## src/rtl/mmio_decoder.sv

```systemverilog
// Purpose: decodes CPU data-port accesses onto a data RAM and a bank of NUM_IO IO registers.
// Latency: req -> ready is W+2 cycles (W = RAM_WAIT, IO_WAIT, or 0 when unmapped); write strobe in cycle W+1.
// Backpressure: one access in flight; req is sampled only in IDLE and ignored while busy, nothing is queued.
//
// Ports:
//   clk, reset          single clock, synchronous active-high reset
//   req, load, address  request strobe, 1=write/0=read, CPU address (all sampled together in IDLE)
//   rdata, ready, err   response data, one-cycle response pulse, unmapped-address flag (only with ready)
//   busy                high from the cycle after an accepted req through the ready cycle
//   loadRAM, loadIO     registered one-cycle write strobes (loadIO one-hot, bit i = IO_BASE+i)
//   inRAM, inIO         device read data; IO channel i at inIO[i*WIDTH +: WIDTH]
module mmio_decoder #(
    parameter int WIDTH     = 16,
    parameter int RAM_DEPTH = 3840,
    parameter int IO_BASE   = 4096,
    parameter int NUM_IO    = 16,
    parameter int RAM_WAIT  = 0,
    parameter int IO_WAIT   = 1
) (
    input  logic                    clk,
    input  logic                    reset,
    input  logic                    req,
    input  logic                    load,
    input  logic [WIDTH-1:0]        address,
    output logic [WIDTH-1:0]        rdata,
    output logic                    ready,
    output logic                    err,
    output logic                    busy,
    output logic                    loadRAM,
    output logic [NUM_IO-1:0]       loadIO,
    input  logic [WIDTH-1:0]        inRAM,
    input  logic [NUM_IO*WIDTH-1:0] inIO
);

    localparam int IDXW = (NUM_IO > 1) ? $clog2(NUM_IO) : 1;

    // One extra bit so IO_BASE+NUM_IO == 2^WIDTH and RAM_DEPTH == 2^WIDTH stay representable.
    localparam logic [WIDTH:0] IO_LO  = (WIDTH+1)'(IO_BASE);
    localparam logic [WIDTH:0] IO_N   = (WIDTH+1)'(NUM_IO);
    localparam logic [WIDTH:0] RAM_HI = (WIDTH+1)'(RAM_DEPTH);

    generate
        if (longint'(IO_BASE) + longint'(NUM_IO) > (longint'(1) << WIDTH)) begin : g_chk_io_range
            $error("mmio_decoder: IO_BASE+NUM_IO exceeds the address space");
        end
        if (longint'(RAM_DEPTH) > (longint'(1) << WIDTH)) begin : g_chk_ram_range
            $error("mmio_decoder: RAM_DEPTH exceeds the address space");
        end
        if (NUM_IO < 1 || NUM_IO > 64) begin : g_chk_num_io
            $error("mmio_decoder: NUM_IO must be 1..64");
        end
        if (RAM_WAIT < 0 || RAM_WAIT > 15 || IO_WAIT < 0 || IO_WAIT > 15) begin : g_chk_wait
            $error("mmio_decoder: wait states must be 0..15");
        end
    endgenerate

    typedef enum logic [1:0] {
        IDLE   = 2'd0,
        WAIT   = 2'd1,
        ACCESS = 2'd2,
        RESP   = 2'd3
    } state_t;

    state_t            state;
    logic [3:0]        cnt;
    logic              load_q;
    logic              io_q;
    logic              ram_q;
    logic [IDXW-1:0]   idx_q;

    // Live decode of the incoming address (used only when a req is accepted).
    logic [WIDTH:0]    addr_x;
    logic [WIDTH:0]    io_off;
    logic              io_hit;
    logic              ram_hit;
    logic [IDXW-1:0]   io_idx;
    logic [3:0]        wait_init;

    assign addr_x    = {1'b0, address};
    assign io_off    = addr_x - IO_LO;
    assign io_hit    = (addr_x >= IO_LO) && (io_off < IO_N);
    // IO wins on overlap, so an address inside the IO window never reaches the RAM.
    assign ram_hit   = !io_hit && (addr_x < RAM_HI);
    assign io_idx    = io_off[IDXW-1:0];
    assign wait_init = io_hit ? 4'(IO_WAIT) : (ram_hit ? 4'(RAM_WAIT) : 4'd0);

    // The strobe for the ACCESS cycle is registered on the edge that enters ACCESS.
    // From IDLE (zero wait) that edge is also the accept edge, so the live decode is used;
    // from WAIT the latched decode is used.
    logic              sel_load;
    logic              sel_io;
    logic              sel_ram;
    logic [IDXW-1:0]   sel_idx;
    logic [NUM_IO-1:0] io_onehot;
    logic              strobe_ram;
    logic [NUM_IO-1:0] strobe_io;

    always_comb begin
        if (state == IDLE) begin
            sel_load = load;
            sel_io   = io_hit;
            sel_ram  = ram_hit;
            sel_idx  = io_idx;
        end else begin
            sel_load = load_q;
            sel_io   = io_q;
            sel_ram  = ram_q;
            sel_idx  = idx_q;
        end
    end

    always_comb begin
        io_onehot = '0;
        for (int i = 0; i < NUM_IO; i++) begin
            io_onehot[i] = (sel_idx == IDXW'(i));
        end
    end

    assign strobe_ram = sel_load && sel_ram;
    assign strobe_io  = (sel_load && sel_io) ? io_onehot : '0;

    // Read mux over the latched channel index.
    logic [WIDTH-1:0]  io_word;

    always_comb begin
        io_word = '0;
        for (int i = 0; i < NUM_IO; i++) begin
            if (idx_q == IDXW'(i)) begin
                io_word = inIO[i*WIDTH +: WIDTH];
            end
        end
    end

    always_ff @(posedge clk) begin
        if (reset) begin
            state   <= IDLE;
            cnt     <= '0;
            load_q  <= 1'b0;
            io_q    <= 1'b0;
            ram_q   <= 1'b0;
            idx_q   <= '0;
            rdata   <= '0;
            ready   <= 1'b0;
            err     <= 1'b0;
            busy    <= 1'b0;
            loadRAM <= 1'b0;
            loadIO  <= '0;
        end else begin
            // Pulsed outputs default low so each is exactly one cycle wide.
            ready   <= 1'b0;
            err     <= 1'b0;
            loadRAM <= 1'b0;
            loadIO  <= '0;
            case (state)
                IDLE: begin
                    if (req) begin
                        load_q <= load;
                        io_q   <= io_hit;
                        ram_q  <= ram_hit;
                        idx_q  <= io_idx;
                        cnt    <= wait_init;
                        busy   <= 1'b1;
                        if (wait_init != 4'd0) begin
                            state <= WAIT;
                        end else begin
                            state   <= ACCESS;
                            loadRAM <= strobe_ram;
                            loadIO  <= strobe_io;
                        end
                    end
                end
                WAIT: begin
                    cnt <= cnt - 4'd1;
                    if (cnt == 4'd1) begin
                        state   <= ACCESS;
                        loadRAM <= strobe_ram;
                        loadIO  <= strobe_io;
                    end
                end
                ACCESS: begin
                    // Captured for reads and writes alike; unmapped returns zero.
                    if (io_q) begin
                        rdata <= io_word;
                    end else if (ram_q) begin
                        rdata <= inRAM;
                    end else begin
                        rdata <= '0;
                    end
                    ready <= 1'b1;
                    err   <= !(io_q || ram_q);
                    state <= RESP;
                end
                RESP: begin
                    busy  <= 1'b0;
                    state <= IDLE;
                end
                default: begin
                    state <= IDLE;
                end
            endcase
        end
    end

endmodule

```

## config.mk

```make
export PLATFORM = sky130hd
export DESIGN_NAME = mmio_decoder
export DESIGN_NICKNAME = d
export VERILOG_FILES = /design/src/rtl/mmio_decoder.sv
export SDC_FILE = /design/constraint.sdc
export NUM_CORES = 1
export LEC_CHECK = 0
export CAP_MARGIN = 15
export CORE_AREA = 5 5 124 126
export CTS_BUF_LIST = sky130_fd_sc_hd__clkbuf_4 sky130_fd_sc_hd__clkbuf_8
export DETAILED_ROUTE_END_ITERATION = 10
export DIE_AREA = 0 0 129 131
export GPL_TIMING_DRIVEN = 0
export PLACE_DENSITY = 0.88
export SETUP_SLACK_MARGIN = 0.02
export SLEW_MARGIN = 20
export SYNTH_ARGS = -nofsm -noshare
export SYNTH_HDL_FRONTEND = slang
export SYNTH_SLANG_ARGS = --single-unit
```

## constraint.sdc

```tcl
create_clock -name clk -period 2.4 [get_ports clk]
set_input_delay 0.36 -clock clk [delete_from_list [all_inputs] [get_ports clk]]
set_output_delay 0.36 -clock clk [all_outputs]
set_load 0.005 [all_outputs]
```

; ---- Word level (Yosys, flattened, before mapping)
; Index checks and enable logic that the tools add are counted.
[word_totals]
register_bits = 49
latch_bits = 0
ram_bits = 0
romBits = 0
in_bits = 292
out_inout_bits = 36
elab_cells = 113
n_memories = 0
[op_classes]
n_addsub = 2
multipliers = 0
div_mod_pow = 0
magnitude_cmp = 3
eq_ne = 36
shift = 0
mux = 41
n_bitwise = 1
n_reduce_logical = 18
[op_table]
columns = operator, n
row1 = two-way mux 16 bit, 22
row2 = "equality test 4 bit, second input constant", 16
row3 = "equality test 4 x 3 -> 1 bit, second input constant", 8
row4 = case mux 16 bit (2 select lines), 1
row5 = "less-than comparator 17 x 5 -> 1 bit, second input constant", 1
row6 = "subtractor 16 x 13 -> 17 bit, second input constant", 1
row7 = "equality test 4 x 2 -> 1 bit, second input constant", 4
row8 = ">= comparator 16 x 13 -> 1 bit, second input constant", 1
row9 = "less-than comparator 16 x 12 -> 1 bit, second input constant", 1
row10 = "equality test 4 x 1 -> 1 bit, second input constant", 3
row11 = two-way mux 1 bit, 9
row12 = logical NOT 4 bit, 2
row13 = two-way mux 4 bit, 2
row14 = case mux 2 bit (4 select lines), 1
row15 = case mux 4 bit (2 select lines), 1
row16 = AND reduction 2 bit, 4
row17 = two-way mux 2 bit, 3
row18 = "equality test 2 bit, second input constant", 2
row19 = logical AND 1 bit, 4
row20 = "inequality test 2 bit, second input constant", 2
row21 = case mux 1 bit (2 select lines), 2
row22 = nonzero test 2 bit, 2
row23 = nonzero test 4 bit, 1
row24 = "subtractor 4 x 1 -> 4 bit, second input constant", 1
row25 = other kinds (6), 7

; ---- Depth between registers and ports, before layout
; Gate-level depths: netlist of run 1.
[logic_depth]
word_depth = 18
ltp_mapped = 9
mapped_depth_nobuf = 7

; ---- Worst setup path before layout of run 1
; No wires, ideal clock.
[synth_path]
path_type = input port to flip-flop
from = in address[12]
to = reg loadIO[6]
setup_ns = 0.066
t_arrival_ns = 1.832
required_time_ns = 2.334
path_slack_ns = 0.502
cell_stages = 7
path_buffers = 0
path_cell_list = inv_1 > ha_1 > nor4b_2 > nand4_2 > a2111oi_4 > nand3_2 > nor2_1
[synth_between]
elab_chain_cells = 9
elab_cells_between_ends = 13
classes_between = add/sub: 1 / order compare: 2 / mux: 7 / reduce/logical: 3
[synth_rtl]
columns = item, line
row1 = start: declaration, 24  ; input logic [WIDTH-1:0] address,
row2 = subtractor 16 x 13 -> 17 bit, 80  ; assign io_off = addr_x - IO_LO;
row3 = less-than comparator 17 x 5 -> 1 bit, 81  ; assign io_hit = (addr_x >= IO_LO) && (io_off < IO_N);
row4 = logical AND 1 bit (*), 81
row5 = two-way mux 1 bit, 99  ; if (state == IDLE) begin
row6 = logical AND 1 bit, 120  ; assign strobe_io = (sel_load && sel_io) ? io_onehot : '0;
row7 = two-way mux 16 bit, 120
row8 = two-way mux 16 bit, 163  ; if (wait_init != 4'd0) begin
row9 = two-way mux 16 bit, 156  ; if (req) begin
row10 = case mux 16 bit (2 select lines) (*), 154  ; case (state)
row11 = end signal: assignment, 168  ; loadIO <= strobe_io;
row12 = end signal: assignment, 177  ; loadIO <= strobe_io;
row13 = end: declaration, 30  ; output logic [NUM_IO-1:0] loadIO,
; Every way passes the cells marked *; elsewhere a longest branch is shown, timed or not.
; A chain may end at the register's enable or synchronous reset.

; ---- Worst setup path in the final report of run 1
[layout_path]
from = reg idx_q[1]
to = reg rdata[4]
[layout_between]
elab_chain_cells = 18
elab_cells_between_ends = 33
classes_between = eq/ne: 15 / mux: 17 / reduce/logical: 1
[layout_rtl]
columns = item, line
row1 = start: declaration, 69  ; logic [IDXW-1:0] idx_q;
row2 = start signal: assignment, 160  ; idx_q <= io_idx;
row3 = logical NOT 4 bit, 128  ; if (idx_q == IDXW'(i)) begin
row4 = two-way mux 16 bit (15 in series), 128
row5 = two-way mux 16 bit (*), 128
row6 = two-way mux 16 bit (*), 182  ; if (io_q) begin
row7 = end signal: assignment, 183  ; rdata <= io_word;
row8 = end signal: assignment, 185  ; rdata <= inRAM;
row9 = end: declaration, 25  ; output logic [WIDTH-1:0] rdata,
; Marked as above.

==> results of run 1 <==
==> routing by layer <==
| metal | up-vias | track usage | routed length [microns] |
|---|---|---|---|
| li1 | 2988 | - | - |
| met1 | 3027 | 0.319 | 9650 |
| met2 | 319 | 0.516 | 13000 |
| met3 | 46 | 0.0553 | 1970 |
| met4 | 0 | 0.0772 | 714 |
| met5 | - | 0 | 0 |
==> final cells by class <==
type                    count  area [sq um]  share of cell area
clock buffers               6          82.6             0.00975
well taps                 184           230              0.0272
inverters                  10          37.5             0.00443
multi-input cells         513          3550               0.419
flip-flops and latches     49           982               0.116
clock inverters             2          17.5             0.00207
plain buffers              54           279              0.0329
repair buffers            329          3290               0.388
diodes                      1          2.50            0.000296
==> layout by cell type, fill, tap and decap left out, types with 12 or more instances in the layout <==
cell             Yosys  routed
o21a_1              26      26
nand2_1             53      53
dfxtp_1             49      48
o22ai_1             13      13
a21oi_1             38      38
mux4_2              14      14
nand3_1             12      12
o31ai_1             24      24
o21ai_0             62      62
mux2i_1             33      33
clkbuf_1            27      22
buf_2               14      14
nor2_1              93      93
a31oi_1             15      15
clkdlybuf4s50_1      0     326
mux2_2              38      38
==> per-stage QoR <==
stage / utilization / power [W] / TNS (ns) / hold slack [ns] / cells
floorplan: - / 0.00267 / 0 / 0.439 / 626
global placement: 0.586 / 0.00386 / -2.53 / 0.460 / 1136
detailed placement: 0.586 / 0.00391 / -3.48 / 0.467 / 1136
CTS: 0.594 / 0.00445 / 0 / 0.481 / 1144
global route: 0.596 / 0.00474 / 0 / 0.522 / 1148
finish: 0.596 / 0.00447 / 0 / 0.484 / 1148
==> final timing paths <==
kind,endpoint,slack (ns),cells past startpoint,startpoint
worst max-delay path,rdata[4],0.14,7,idx_q[1]
worst min-delay path,load_q,0.48,2,load_q
worst max register to register,rdata[4],0.14,7,idx_q[1]
worst min register to register,load_q,0.48,2,load_q
==> flip-flops by register name, summed over array words and instances (netlist names) <==
signal	flops
cnt	4
io_q	1
loadIO	16
loadRAM	1
err	1
rdata	16
state	2
busy	1
idx_q	4
ram_q	1
load_q	1
ready	1
==> timing repair <==
item                                    CTS  global route
cloned                                    0             0
gates resized for setup                   3             8
hold endpoints to repair                  0             0
pin swaps                                 0             2
endpoints found under the setup margin   11            25
setup buffers                             0             3
==> power groups by stage <==
stage | registers [W] | logic, W | clock network, W
floorplan | 0.00107 | 0.00159 | 0
global placement | 0.00108 | 0.00277 | 0
detailed placement | 0.00109 | 0.00282 | 0
CTS | 0.00107 | 0.00283 | 0.000541
global route | 0.00109 | 0.00308 | 0.000571
finish | 0.00108 | 0.00286 | 0.000529
==> tightest hold or removal path: stages (launching register included) <==
cell and delay [ns]:
dfxtp_1 0.34, nand2_1 0.06, a21oi_1 0.05
==> logic make-up after synthesis <==
logic type      after synthesis  synth area share
fa+ha+maj                     8            0.0207
mux                          86             0.227
simple gates                201             0.191
buf+inv                      64            0.0642
xor+xnor                      2           0.00362
compound gates              216             0.290
flops                        49             0.203
==> reports/results.ini, run 1 <==
[status]
status = finished clean

[pwr]
swShare = 0.415
p_sw_w = 0.00185
clkPwrFrac = 0.119
ir_worst_vdd_mv = 0.361
combPwrFrac = 0.640
power_density_mw_per_mm2 = 527
pwr-share-seq = 0.241
p_leak_nw = 3.08
p_int_w = 0.00261

[yosys]
synth_cells = 626
synthTopCellsByCount = nor2_1 (93), o21ai_0 (62), nand2_1 (53)
ys_seq_elements = 49
syn_area_per_cell_sq_um = 7.72
ys_warn_count = 0
synth_nets = 926
synth_top_area_frac = 0.203
ys.flop_type = dfxtp_1
synth_area_sq_mm = 0.00483
synth_edf_count = 0
synthArstFlopShare = 0
synth_area_leaders = dfxtp_1 (20%), mux2_2 (8.9%), nor2_1 (7.2%), mux2i_1 (6.8%), mux4_2 (6.5%)
synthDistinctLibCells = 54
synth.most_common_cell = nor2_1
ys_seq_area_frac = 0.203
yosysTopAreaCell = dfxtp_1

[clock_tree]
cts_tree = built
cts_sinks = 49
cts-root-buf = clkbuf_8
worst_skew_pair.late_latency_ns = 0.30
cts_made_buffers = 5
hold_buffers = 0
path_clk_slew_ns = 0.10
clock_path_buffers = 2
htreeDepth = 2

[floorplanning]
dieArea_sq_mm = 0.0169
coreArea_sq_mm = 0.0142
start_util = 0.340
num_rows = 44
ios = 328
die_w_microns = 129
dieHeight_microns = 131

[detailed_routing]
wl_per_cell_microns = 22.1
postRouteAntennaNets = 0
drc = 0
drt_iter0_markers = 435
num_vias = 6380
vias_per_cell = 5.56
routed_wl_microns = 25400
dr.pass1.iters = 6

[grt]
grt_pass1_vias = 6578
track_usage = 0.276
grt_overflow = 0
grt_start_max_net_pins = 17
grt_pass1_wl_microns = 35800
antenna_found_initial = 1

[finish]
num-nets-final = 1262
syn2layout_area_growth_pct = 75.2
drive_gt1_frac = 0.109
design_area_sq_mm = 0.00847
nFillCells = 1239

[sta]
maxSlewViolCount = 0
fin_ws_ns = 0.138
max-slew-margin-rel = 0.514
finalSetupViolCount = 0
post-route-period-util = 0.943
fmax_mhz = 442
post-route-min-period_ns = 2.26
final.setup_skew_ns = 0.0108
tightest_slew_ns = 0.720
hold_viol = 0
rsz0062_at_grt = no

[placement]
placed_area_sq_mm = 0.00833
place_ws_ns = -0.261
dpl.hpwl_microns = 21100
io_buffer_count = 326
place_congestion = 0.926

[setup_path]
cp.required_ns = 2.60
startpoint_type = flip-flop
crit_path_frequent_cell = buf_2
cp_num_buf_inv = 3
crit_fanout = 10
path_class = reg2reg
worstPathCellList = buf_4 -> buf_2 -> buf_2 -> a21oi_1 -> o21ai_0 -> o221ai_1 -> a21o_1
path_delay_family = compound AO/OA/AOI/OAI gates
cp_slowest_stage_delay_ns = 0.46
cp-end-kind = flip-flop
cp_slowest_cell = dfxtp_2
cp_data_arrival_time_ns = 2.46

[flow_run]
drv_cap = 0

[min_path]
hold_path_class = reg2reg

No activity file was read; power rests on OpenSTA's default activity.
==> inputs of run 2 (changes only) <==
Settings changed: CELL_PAD_IN_SITES_DETAIL_PLACEMENT from default to 0, CELL_PAD_IN_SITES_GLOBAL_PLACEMENT from default to 1, CORE_AREA 5 5 124 126 to default, CORE_UTILIZATION from default to 27, DIE_AREA 0 0 129 131 to default, PLACE_DENSITY 0.88 to 0.95.
Clock period 2.4 ns to 2.9 ns, I/O delays scaled along.
==> reports/results.ini, run 2 (synthesized netlist as in run 1, its figures left out) <==
[grt]
gr-max-usage-layer = met2
grt_pass1_vias = 6270  ; -4.7%
track_usage = 0.259  ; -0.0178
groute.layer.met1.usage = 0.302  ; -0.0179
grt_overflow = 0  ; unchanged
antenna_found_initial = 0  ; -1
grt_pass1_wl_microns = 35300  ; -1.4%
use_met2 = 0.478  ; -0.0386
grt_start_max_net_pins = 16  ; -1
grt.met3_usage = 0.0537  ; -0.00159

[setup_path]
crit_path_frequent_cell = clkbuf_1
cp_slowest_cell = clkbuf_1
worstPathCellList = buf_2 -> inv_1 -> clkbuf_1 -> clkbuf_1 -> nor2_1 -> o31ai_1 -> a31oi_1
cp_data_arrival_time_ns = 2.79  ; +0.33 ns
cp.required_ns = 3.08  ; +0.48 ns
startpoint_type = flip-flop
cp_slowest_stage_delay_ns = 0.57  ; +0.11 ns
path_delay_family = buffers and inverters
cp_num_buf_inv = 4  ; +1
cp-end-kind = flip-flop
crit_fanout = 10  ; unchanged
path_class = reg2reg

[sta]
post-route-period-util = 0.902  ; -0.0410
max-slew-margin-rel = 0.565  ; +0.0514
final.setup_skew_ns = 0.0114  ; +0.000517 ns
post-route-min-period_ns = 2.61  ; +0.352 ns
fin_ws_ns = 0.285  ; +0.148 ns
maxSlewViolCount = 0  ; unchanged
fin_hold_ws_ns = 0.483  ; -0.00156 ns
finalSetupViolCount = 0  ; unchanged
hold_viol = 0  ; unchanged
rsz0062_at_grt = no
tightest_slew_ns = 0.644  ; -0.0761 ns
fmax_mhz = 382  ; -13%
fin_setup_tns_ns = 0  ; unchanged

[finish]
final_common_cell = clkdlybuf4s50_1
final_cell_mix = clkdlybuf4s50_1 (326), nor2_1 (93), o21ai_0 (62)
drive_gt1_frac = 0.0970  ; -0.0121
final_core_util = 0.486  ; -0.110
n_antenna_cell = 0  ; -1
design_area_sq_mm = 0.00846  ; about the same
syn2layout_area_growth_pct = 75.1  ; about the same
num-nets-final = 1259  ; -0.24%
top_regs = loadIO (16), rdata (16)

[clock_tree]
path_clk_slew_ns = 0.10  ; about the same
clock_path_buffers = 2  ; unchanged
cts_tree = built
post_cts_resized = 0  ; -3
htreeDepth = 2  ; unchanged
hold_buffers = 0  ; unchanged
cts_sinks = 49  ; unchanged
worst_skew_pair.late_latency_ns = 0.31  ; about the same
cts_made_buffers = 5  ; unchanged
cts-root-buf = clkbuf_8
post-cts-setup-buffer-count = 0  ; unchanged

[detailed_routing]
postRouteAntennaNets = 0  ; unchanged
vias_per_cell = 5.23  ; -5.9%
drc = 0  ; unchanged
dr.pass1.iters = 5  ; -1
wl_per_cell_microns = 20.7  ; -6.3%
drt_iter0_markers = 347  ; -20%
routed_wl_microns = 24500  ; -3.4%
num_vias = 6190  ; -3.0%

[placement]
dpl.hpwl_microns = 20500  ; -2.8%
place_congestion = 0.865  ; -6.5%
place_ws_ns = 0.111  ; +0.371 ns
placed_area_sq_mm = 0.00838  ; +0.62%
io_buffer_count = 326  ; unchanged

[pwr]
clkPwrFrac = 0.113  ; -0.006
p_int_w = 0.00213  ; -19%
p_leak_nw = 3.05  ; -1.1%
swShare = 0.417  ; +0.00281
pwr-share-seq = 0.244  ; +0.003
power_density_mw_per_mm2 = 431  ; -18%
combPwrFrac = 0.643  ; +0.003
ir_worst_vdd_mv = 0.236  ; -35%
p_sw_w = 0.00152  ; -18%

[status]
status = finished clean

[min_path]
hold_path_class = reg2reg

[flow_run]
drv_cap = 0  ; unchanged

[floorplanning]
start_util = 0.278  ; -0.0628
num_rows = 48  ; +9.1%
dieHeight_microns = 136  ; +3.7%
coreArea_sq_mm = 0.0174  ; +23%
ios = 328  ; unchanged
die_w_microns = 136  ; +5.3%
dieArea_sq_mm = 0.0184  ; +9.2%

run 2: power groups by stage:
stage	Sequential [W]	Clock (W)	Combinational, W
3_3_place_gp	0.000903	0	0.00231
2_1_floorplan	0.000888	0	0.00132
5_1_grt	0.000902	0.000450	0.00256
3_5_place_dp	0.000905	0	0.00234
6_report	0.000890	0.000413	0.00235
4_1_cts	0.000889	0.000418	0.00235
run 2: tightest hold or removal path, stage by stage (launching register included):
cell and delay (ns):
dfxtp_1 0.34, nand2_1 0.06, a21oi_1 0.05
run 2: metal layers:
metal | up-vias | share of wire
met2 | 263 | 0.50
met1 | 2920 | 0.40
met4 | 0 | 0.021
li1 | 2977 | -
met5 | - | 0
met3 | 30 | 0.080
run 2: worst paths after layout:
check                 from       end  slack, ns  depth (start not counted)
setup / recovery  idx_q[3]  rdata[5]       0.29                          7
setup reg to reg  idx_q[3]  rdata[5]       0.29                          7
hold / removal      load_q    load_q       0.48                          2
hold reg to reg     load_q    load_q       0.48                          2
run 2: area by class of cell:
cell class / count / area [sq um]
plain buffers: 54 / 273
clock buffers: 5 / 68.8
clock inverters: 2 / 16.3
fillers: 1737 / 8950
inverters: 10 / 37.5
multi-input cells: 513 / 3540
flip-flops and latches: 49 / 981
well taps: 225 / 282
repair buffers: 326 / 3260
run 2: stage by stage:
stage	std cells	power, W
final	1184	0.00365
after global routing	1184	0.00391
after CTS	1184	0.00366
after detailed placement	1177	0.00324
after global placement	1177	0.00322
after floorplan	626	0.00221
==> inputs of run 3 (changes only) <==
Settings changed: CORE_ASPECT_RATIO from default to 0.7.
==> reports/results.ini, run 3 (synthesized netlist as in run 1, its figures left out) <==
[floorplanning]
dieArea_sq_mm = 0.0185  ; about the same
start_util = 0.279  ; +0.00160
die_w_microns = 162  ; +19%
dieHeight_microns = 114  ; -16%
ios = 328  ; unchanged
coreArea_sq_mm = 0.0173  ; -0.57%
num_rows = 40  ; -17%

[pwr]
power_w = 0.00376  ; +3.0%
power_density_mw_per_mm2 = 443  ; +2.8%
p_leak_nw = 3.05  ; about the same
ir_worst_vdd_mv = 0.207  ; -12%

[detailed_routing]
dr.pass1.iters = 7  ; +2
postRouteAntennaNets = 0  ; unchanged
routed_wl_microns = 25400  ; +3.7%
vias_per_cell = 5.33  ; +1.9%
num_vias = 6346  ; +2.5%
wl_per_cell_microns = 21.3  ; +3.1%
drt_iter0_markers = 530  ; +53%
drc = 0  ; unchanged

[grt]
grt_overflow = 0  ; unchanged
grt_pass1_vias = 6198  ; -1.1%
antenna_found_initial = 0  ; unchanged
track_usage = 0.268  ; +0.00958
grt_start_max_net_pins = 18  ; +2
grt_pass1_wl_microns = 37000  ; +4.7%

[finish]
multi_input_area_sq_mm = 0.00354  ; unchanged
top_regs = loadIO (16), rdata (16)
syn2layout_area_growth_pct = 75.4
design_area_sq_mm = 0.00848  ; +0.21%
num-nets-final = 1259  ; unchanged
nFillCells = 1738  ; +0.058%
final_core_util = 0.490  ; +0.00382
final_cell_mix = clkdlybuf4s50_1 (326), nor2_1 (93), o21ai_0 (62)
final_common_cell = clkdlybuf4s50_1
drive_gt1_frac = 0.0979  ; +0.000941
regArea_sq_um = 981  ; unchanged
n_antenna_cell = 0  ; unchanged

[clock_tree]
clock_path_buffers = 2  ; unchanged
cts_sinks = 49  ; unchanged
cts_tree = built
worst_skew_pair.late_latency_ns = 0.31  ; about the same
htreeDepth = 2  ; unchanged
cts_made_buffers = 5  ; unchanged
post-cts-setup-buffer-count = 0  ; unchanged
hold_buffers = 0  ; unchanged
path_clk_slew_ns = 0.11  ; about the same
post_cts_resized = 0  ; unchanged
cts-root-buf = clkbuf_8

[status]
status = finished clean

[placement]
place_congestion = 0.926  ; +7.1%
dpl.hpwl_microns = 21100  ; +2.8%
placed_area_sq_mm = 0.00839  ; about the same
io_buffer_count = 326  ; unchanged

[setup_path]
cp_slowest_cell = o311ai_0
cp-end-kind = flip-flop
startpoint_type = flip-flop
path_delay_family = compound AO/OA/AOI/OAI gates
path_class = reg2reg
crit_fanout = 10  ; unchanged
cp_data_arrival_time_ns = 2.97  ; +0.18 ns
worstPathCellList = nor3b_1 -> buf_2 -> a21oi_1 -> o311ai_0 -> a21o_1
cp_slowest_stage_delay_ns = 0.87  ; +0.30 ns
cp.required_ns = 3.16  ; +0.08 ns
cp_num_buf_inv = 1  ; -3

[sta]
post-route-min-period_ns = 2.71  ; +0.0984 ns
hold_viol = 0  ; unchanged
rsz0062_at_grt = no
finalSetupViolCount = 0  ; unchanged
post-route-period-util = 0.936  ; +0.0339
fmax_mhz = 369  ; -3.6%
fin_setup_tns_ns = 0  ; unchanged
tightest_slew_ns = 1.03  ; +0.388 ns
fin_hold_ws_ns = 0.504  ; +0.0214 ns
final.setup_skew_ns = 0.0131  ; +0.00173 ns
max-slew-margin-rel = 0.303  ; -0.262
maxSlewViolCount = 0  ; unchanged

[min_path]
hold_path_class = reg2reg

[flow_run]
drv_cap = 0  ; unchanged

## run 3: cell types whose count changed in the layout (fill, tap and decap cells not counted), sizes merged
cell	change
clkinvlp	+1
inv	+1
clkinv	-1
## run 3: routing by layer
metal	track usage	up-vias	wire, microns
li1	-	2982	-
met1	0.376	2987	11600
met2	0.432	353	11300
met3	0.0447	24	2140
met4	0.0528	0	351
met5	0	-	0
## run 3: cell type report
type | instances | share of cell area
clock buffer | 5 | 0.00811
tap | 231 | 0.0341
buffer | 54 | 0.0322
sequential | 49 | 0.116
multi-input combinational | 513 | 0.418
inverter | 10 | 0.00443
timing repair buffer | 326 | 0.385
clock inverter | 3 | 0.00310
## run 3: report_power, final
part | leakage [nW] | switching (W) | total, W | internal (W)
combinational | 2.61 | 0.00126 | 0.00243 | 0.00116
clock | 0.0423 | 0.000268 | 0.000444 | 0.000176
sequential | 0.399 | 0.0000920 | 0.000888 | 0.000796
total | 3.05 | 0.00162 | 0.00376 | 0.00214
## run 3: worst min-delay path, cell delays in order (launching register included)
cell	delay, ns
dfxtp_1	0.35
nand2_1	0.06
a21oi_1	0.05
## run 3: path summary, 6_finish.rpt
check | slack, ns | cells past startpoint | endpoint | from
min | 0.50 | 2 | load_q | load_q
min reg2reg | 0.50 | 2 | load_q | load_q
max | 0.19 | 5 | rdata[15] | idx_q[2]
max reg2reg | 0.19 | 5 | rdata[15] | idx_q[2]
## run 3: stage by stage
step | worst slack [ns] | std cells
3_5_place_dp | 0.160 | 1183
6_report | 0.187 | 1191
4_1_cts | 0.280 | 1191
3_3_place_gp | 0.177 | 1183
5_1_grt | 0.0714 | 1191
2_1_floorplan | 0.927 | 626
